**src/rtl/vxe_txn_pkg.sv**
```systemverilog
// Shared widths, field positions and pack/unpack helpers for VxEngine
// request-transaction vectors.
package vxe_txn_pkg;

  localparam int TXNID_W = 6;
  localparam int ADDR_W  = 37;
  localparam int DATA_W  = 64;
  localparam int BEN_W   = DATA_W / 8;
  localparam int TXN_W   = TXNID_W + 1 + ADDR_W;
  localparam int DAT_W   = DATA_W + BEN_W;

  // Transaction vector: {txnid, rnw, addr}; data vector: {data, ben}.
  localparam int ADDR_LSB  = 0;
  localparam int RNW_BIT   = ADDR_LSB + ADDR_W;
  localparam int TXNID_LSB = RNW_BIT + 1;
  localparam int BEN_LSB   = 0;
  localparam int DATA_LSB  = BEN_LSB + BEN_W;

  typedef struct packed {
    logic [TXNID_W-1:0] txnid;
    logic               rnw;
    logic [ADDR_W-1:0]  addr;
    logic [DATA_W-1:0]  data;
    logic [BEN_W-1:0]   ben;
  } req_fields_t;

  function automatic logic [TXN_W-1:0] pack_txn(input req_fields_t f);
    logic [TXN_W-1:0] v;
    v                            = '0;
    v[TXNID_LSB +: TXNID_W]      = f.txnid;
    v[RNW_BIT]                   = f.rnw;
    v[ADDR_LSB +: ADDR_W]        = f.addr;
    return v;
  endfunction

  function automatic logic [DAT_W-1:0] pack_dat(input req_fields_t f);
    logic [DAT_W-1:0] v;
    v                       = '0;
    v[DATA_LSB +: DATA_W]   = f.data;
    v[BEN_LSB +: BEN_W]     = f.ben;
    return v;
  endfunction

  function automatic req_fields_t unpack(input logic [TXN_W-1:0] txn,
                                         input logic [DAT_W-1:0] dat);
    req_fields_t f;
    f.txnid = txn[TXNID_LSB +: TXNID_W];
    f.rnw   = txn[RNW_BIT];
    f.addr  = txn[ADDR_LSB +: ADDR_W];
    f.data  = dat[DATA_LSB +: DATA_W];
    f.ben   = dat[BEN_LSB +: BEN_W];
    return f;
  endfunction

endpackage

```
**src/rtl/vxe_txn_req_pack.sv**
```systemverilog
// Combinational field-to-vector mapping for a request transaction.
module vxe_txn_req_pack
  import vxe_txn_pkg::*;
(
  input  req_fields_t      fields_i,
  output logic [TXN_W-1:0] txn_o,
  output logic [DAT_W-1:0] dat_o
);

  assign txn_o = pack_txn(fields_i);
  assign dat_o = pack_dat(fields_i);

endmodule

```
**src/rtl/vxe_txn_req_codec.sv**
```systemverilog
// Registered request codec: independent 1-cycle encode and decode paths
// between request fields and {transaction, data} vector pairs.
module vxe_txn_req_codec
  import vxe_txn_pkg::*;
(
  input  logic               clk,
  input  logic               nrst,

  input  logic               i_enc_vld,
  input  logic [TXNID_W-1:0] i_txnid,
  input  logic               i_rnw,
  input  logic [ADDR_W-1:0]  i_addr,
  input  logic [DATA_W-1:0]  i_data,
  input  logic [BEN_W-1:0]   i_ben,
  output logic               o_enc_vld,
  output logic [TXN_W-1:0]   o_req_vec_txn,
  output logic [DAT_W-1:0]   o_req_vec_dat,
  output logic [TXN_W-1:0]   o_reqa_vec_txn,

  input  logic               i_dec_vld,
  input  logic [TXN_W-1:0]   i_req_vec_txn,
  input  logic [DAT_W-1:0]   i_req_vec_dat,
  output logic               o_dec_vld,
  output logic [TXNID_W-1:0] o_txnid,
  output logic               o_rnw,
  output logic [ADDR_W-1:0]  o_addr,
  output logic [DATA_W-1:0]  o_data,
  output logic [BEN_W-1:0]   o_ben
);

  req_fields_t      enc_fields;
  logic [TXN_W-1:0] enc_txn_d, enc_txn_q;
  logic [DAT_W-1:0] enc_dat_d, enc_dat_q;
  logic             enc_vld_q;

  req_fields_t      dec_fields_d, dec_fields_q;
  logic             dec_vld_q;

  assign enc_fields = '{txnid: i_txnid, rnw: i_rnw, addr: i_addr,
                        data: i_data, ben: i_ben};

  vxe_txn_req_pack u_pack (
    .fields_i (enc_fields),
    .txn_o    (enc_txn_d),
    .dat_o    (enc_dat_d)
  );

  assign dec_fields_d = unpack(i_req_vec_txn, i_req_vec_dat);

  // NOTE: sequential state uses non-blocking assignments so every register
  // samples pre-edge values; payload registers are reset too, because all
  // outputs must read zero while nrst is low.
  always_ff @(posedge clk or negedge nrst) begin
    if (!nrst) begin
      enc_vld_q <= 1'b0;
      enc_txn_q <= '0;
      enc_dat_q <= '0;
    end else begin
      enc_vld_q <= i_enc_vld;
      if (i_enc_vld) begin
        enc_txn_q <= enc_txn_d;
        enc_dat_q <= enc_dat_d;
      end
    end
  end

  always_ff @(posedge clk or negedge nrst) begin
    if (!nrst) begin
      dec_vld_q    <= 1'b0;
      dec_fields_q <= '0;
    end else begin
      dec_vld_q <= i_dec_vld;
      if (i_dec_vld) begin
        dec_fields_q <= dec_fields_d;
      end
    end
  end

  // Address-only channel shares the transaction register, so it can never
  // diverge from the full-request vector.
  assign o_enc_vld      = enc_vld_q;
  assign o_req_vec_txn  = enc_txn_q;
  assign o_reqa_vec_txn = enc_txn_q;
  assign o_req_vec_dat  = enc_dat_q;

  assign o_dec_vld = dec_vld_q;
  assign o_txnid   = dec_fields_q.txnid;
  assign o_rnw     = dec_fields_q.rnw;
  assign o_addr    = dec_fields_q.addr;
  assign o_data    = dec_fields_q.data;
  assign o_ben     = dec_fields_q.ben;

endmodule

```
**config.mk**
```make
export PLATFORM = sky130hd
export DESIGN_NAME = vxe_txn_req_codec
export DESIGN_NICKNAME = d
export VERILOG_FILES = /design/src/rtl/vxe_txn_pkg.sv /design/src/rtl/vxe_txn_req_pack.sv /design/src/rtl/vxe_txn_req_codec.sv
export SDC_FILE = /design/constraint.sdc
export NUM_CORES = 1
export LEC_CHECK = 0
export CAP_MARGIN = 20
export CORE_AREA = 5 5 198 200
export DETAILED_ROUTE_END_ITERATION = 10
export DIE_AREA = 0 0 203 205
export PLACE_DENSITY_LB_ADDON = 0.2
export SYNTH_ARGS = -nofsm -noshare
export SYNTH_HDL_FRONTEND = slang
export SYNTH_SLANG_ARGS = --single-unit
```
**constraint.sdc**
```tcl
create_clock -name clk -period 0.8 [get_ports clk]
set_input_delay 0.16 -clock clk [delete_from_list [all_inputs] [get_ports clk]]
set_output_delay 0.16 -clock clk [all_outputs]
set_load 0.005 [all_outputs]
```
==> results.cfg <==
[setup_path]
crit_path_frequent_cell = buf_6
crit_path_top_delay_cell = dfrtp_1
path_max_fanout = 2
critical_path_class = reg -> out
timing.rr.start = o_req_vec_txn[26]
cp.arrival_ns = 1.18
setup.worst_path.end_class = output pin
path_delay_family = flip-flops
path_buf_inv = 2
r2r_cells = 5
rrSetupSlack_ns = -0.39
worstPathCellList = buf_6, buf_6
r2r-end = o_req_vec_txn[26]
critPathRequiredTime_ns = 0.64
crit_path_start_kind = flip-flop
max_stage_delay_ns = 0.40

[power_and_ir_drop]
intPower_mw = 25.5
comb_power_share_pct = 20.4
power_leakage_nw = 7.42
swShare_pct = 23.4
vdd_drop_max_mv = 1.66
p_sw_mw = 7.79
seqPwrFrac_pct = 41.2
p_per_area_nw_per_um2 = 2090
power_frac_clock_pct = 38.4

[timing]
postLayoutSetupSlackWorst_ns = -0.539
hold_viol = 0
relSlewSlack_pct = 79.7
final.setup.tns_ns = -124.56
finalSetupViolCount = 346
period_needed_ns = 1.34
fin_crit_sh_pct = 167
fmax_mhz = 747
slew_violations = 0
rsz0062_at_grt = true
tightest_slew_ns = 0.304
fin_skew_ns = 0

[job]
drv_cap = 0

[finish]
fill_cells = 3524
layout-drive-gt1-share_pct = 59.0
mostFrequentLayoutCells = clkdlybuf4s50_1, dfrtp_1, buf_2
synthToLayoutAreaGrowth_pct = 71.1
final_nets = 1378
design_area_sq_um = 15900

[worst_hold_path]
hold-path-endpoint = o_dec_vld
hp-class = in -> reg
min_from = i_dec_vld
hold_depth = 2

[synth]
seq_area_frac_synth_pct = 62.9
synth_cell_types = 6
synth_nets = 772
syn_inst = 536
ys_ff_latch = 234
yosysWarnings = 0
synth_area_per_cell_sq_um = 17.4
ys_top_cells_by_area = dfrtp_1, mux2_2, mux2_4
yosysTopAreaCell = dfrtp_1
synth_top_area_share_pct = 62.9
synth_area_sq_um = 9300

[routing]
ant_nets = 0
wl_per_cell_um = 19.6
drc_errors = 0
totalWireLength_um = 32200
drt-initial-drc-count = 152
vias = 6698
viasPerCell = 4.09
dr.pass1.iters = 4

[clocking]
clockRootBuffer = clkbuf_16
cts_num_sinks = 234
cts_tree = built
cts.clk_slew.worst_paths_ns = 0.06
cts_buffers = 28
cts_max_level = 1
clk_latency_ns = 0.53
max-clock-path-buffers = 3

[floorplan]
start_util_pct = 25.0
die_w_um = 203
dieArea_sq_um = 41600
die_h_um = 205
num_rows = 71
ios = 514
core_area_sq_um = 37200

[global_route]
grtUsageTotal_pct = 14.8
grt_remaining_overflow = 0
grt_pass1_wl_um = 47700
antenna_found_initial = 5
grt_pass1_vias = 7525
grt_max_degree = 32

[placed_design]
port_buffers = 513
dp_hpwl_um = 24000
place_congestion = 0.742
dpl_cell_area_sq_um = 15200

[outcome]
violations = negative setup slack
outcome = finished, violations left
## per-layer routing
metal  vias to the layer above  GRT usage [%]  wire length, um
met1                      3334           16.2            11700
met4                         8           4.34              917
li1                       3039              -                -
met2                       264           26.5            16700
met5                         -              0               48
met3                        53           5.81             2810
## cells in the mapped netlist
master   count
mux2_4      80
mux2_2     152
buf_2       14
buf_4       44
dfrtp_1    234
buf_6       12
## worst register-to-register path: cells and delay by family, from the launching register on
kind / cells / cell delay [ns]
buffers and inverters: 4 / 0.44
DFF: 1 / 0.39
muxes: 1 / 0.25
## worst max-delay path by stage
stage / from / to / slack, ns / cells after the start
6_report: o_req_vec_txn[6] / o_req_vec_txn[6] / -0.54 / 2
4_1_cts: o_req_vec_txn[6] / o_req_vec_txn[6] / -0.58 / 2
5_1_grt: o_req_vec_txn[6] / o_req_vec_txn[6] / -0.61 / 2
3_5_place_dp: o_req_vec_dat[46] / o_req_vec_dat[46] / -0.37 / 1
3_3_place_gp: o_req_vec_dat[46] / o_req_vec_dat[46] / -0.38 / 1
2_1_floorplan: i_dec_vld / o_addr[10] / -0.16 / 4
## flip-flops by register name (all words and copies together), names as in the netlist
name and count:
o_req_vec_dat 72, o_data 64, o_req_vec_txn 44, o_addr 37, o_ben 8, o_txnid 6, o_dec_vld 1, o_enc_vld 1
o_rnw 1
## power groups by stage
stage                     combinational [mW]  clock, mW  sequential (mW)
after floorplan                         2.11          0             14.0
after detailed placement                7.08          0             13.9
after global placement                  7.06          0             13.9
after CTS                               6.64       13.3             13.7
final                                   6.79       12.8             13.7
after global routing                    7.29       13.8             13.9
## stage by stage
stage                     std cells  util (%)  hold WS (ns)  worst slack, ns  total power [mW]
after detailed placement       1521      40.8        0.0639           -0.369              21.0
after global placement         1521      40.8        0.0646           -0.380              20.9
after global routing           1638      42.8        0.0121           -0.606              35.0
after CTS                      1626      42.0       0.00123           -0.583              33.7
after floorplan                 536         -        -0.136           -0.157              16.1
final                          1638      42.8        0.0411           -0.539              33.3
## timing repair
action / CTS / global route
endpoints found under the hold margin: 235 / 0
hold buffers: 2 / 0
setup endpoints to repair: 319 / 344
buffers inserted: 70 / 36
gates resized for setup: 1211 / 61
## cells by family after synthesis
logic type	after synthesis	share of synthesized area, %
flip-flops	234	62.9
multiplexers	232	31.3
buffers and inverters	70	5.76
## layout make-up
cell class | count | area, sq um | area share, %
Clock inverter | 4 | 72.6 | 0.456
Sequential cell | 234 | 5860 | 36.8
Clock buffer | 47 | 863 | 5.42
Tap cell | 474 | 593 | 3.73
Antenna cell | 1 | 2.50 | 0.0157
Multi-Input combinational cell | 232 | 2940 | 18.4
Timing Repair Buffer | 646 | 5590 | 35.1
Note: power is estimated with default switching activity, not from simulation.
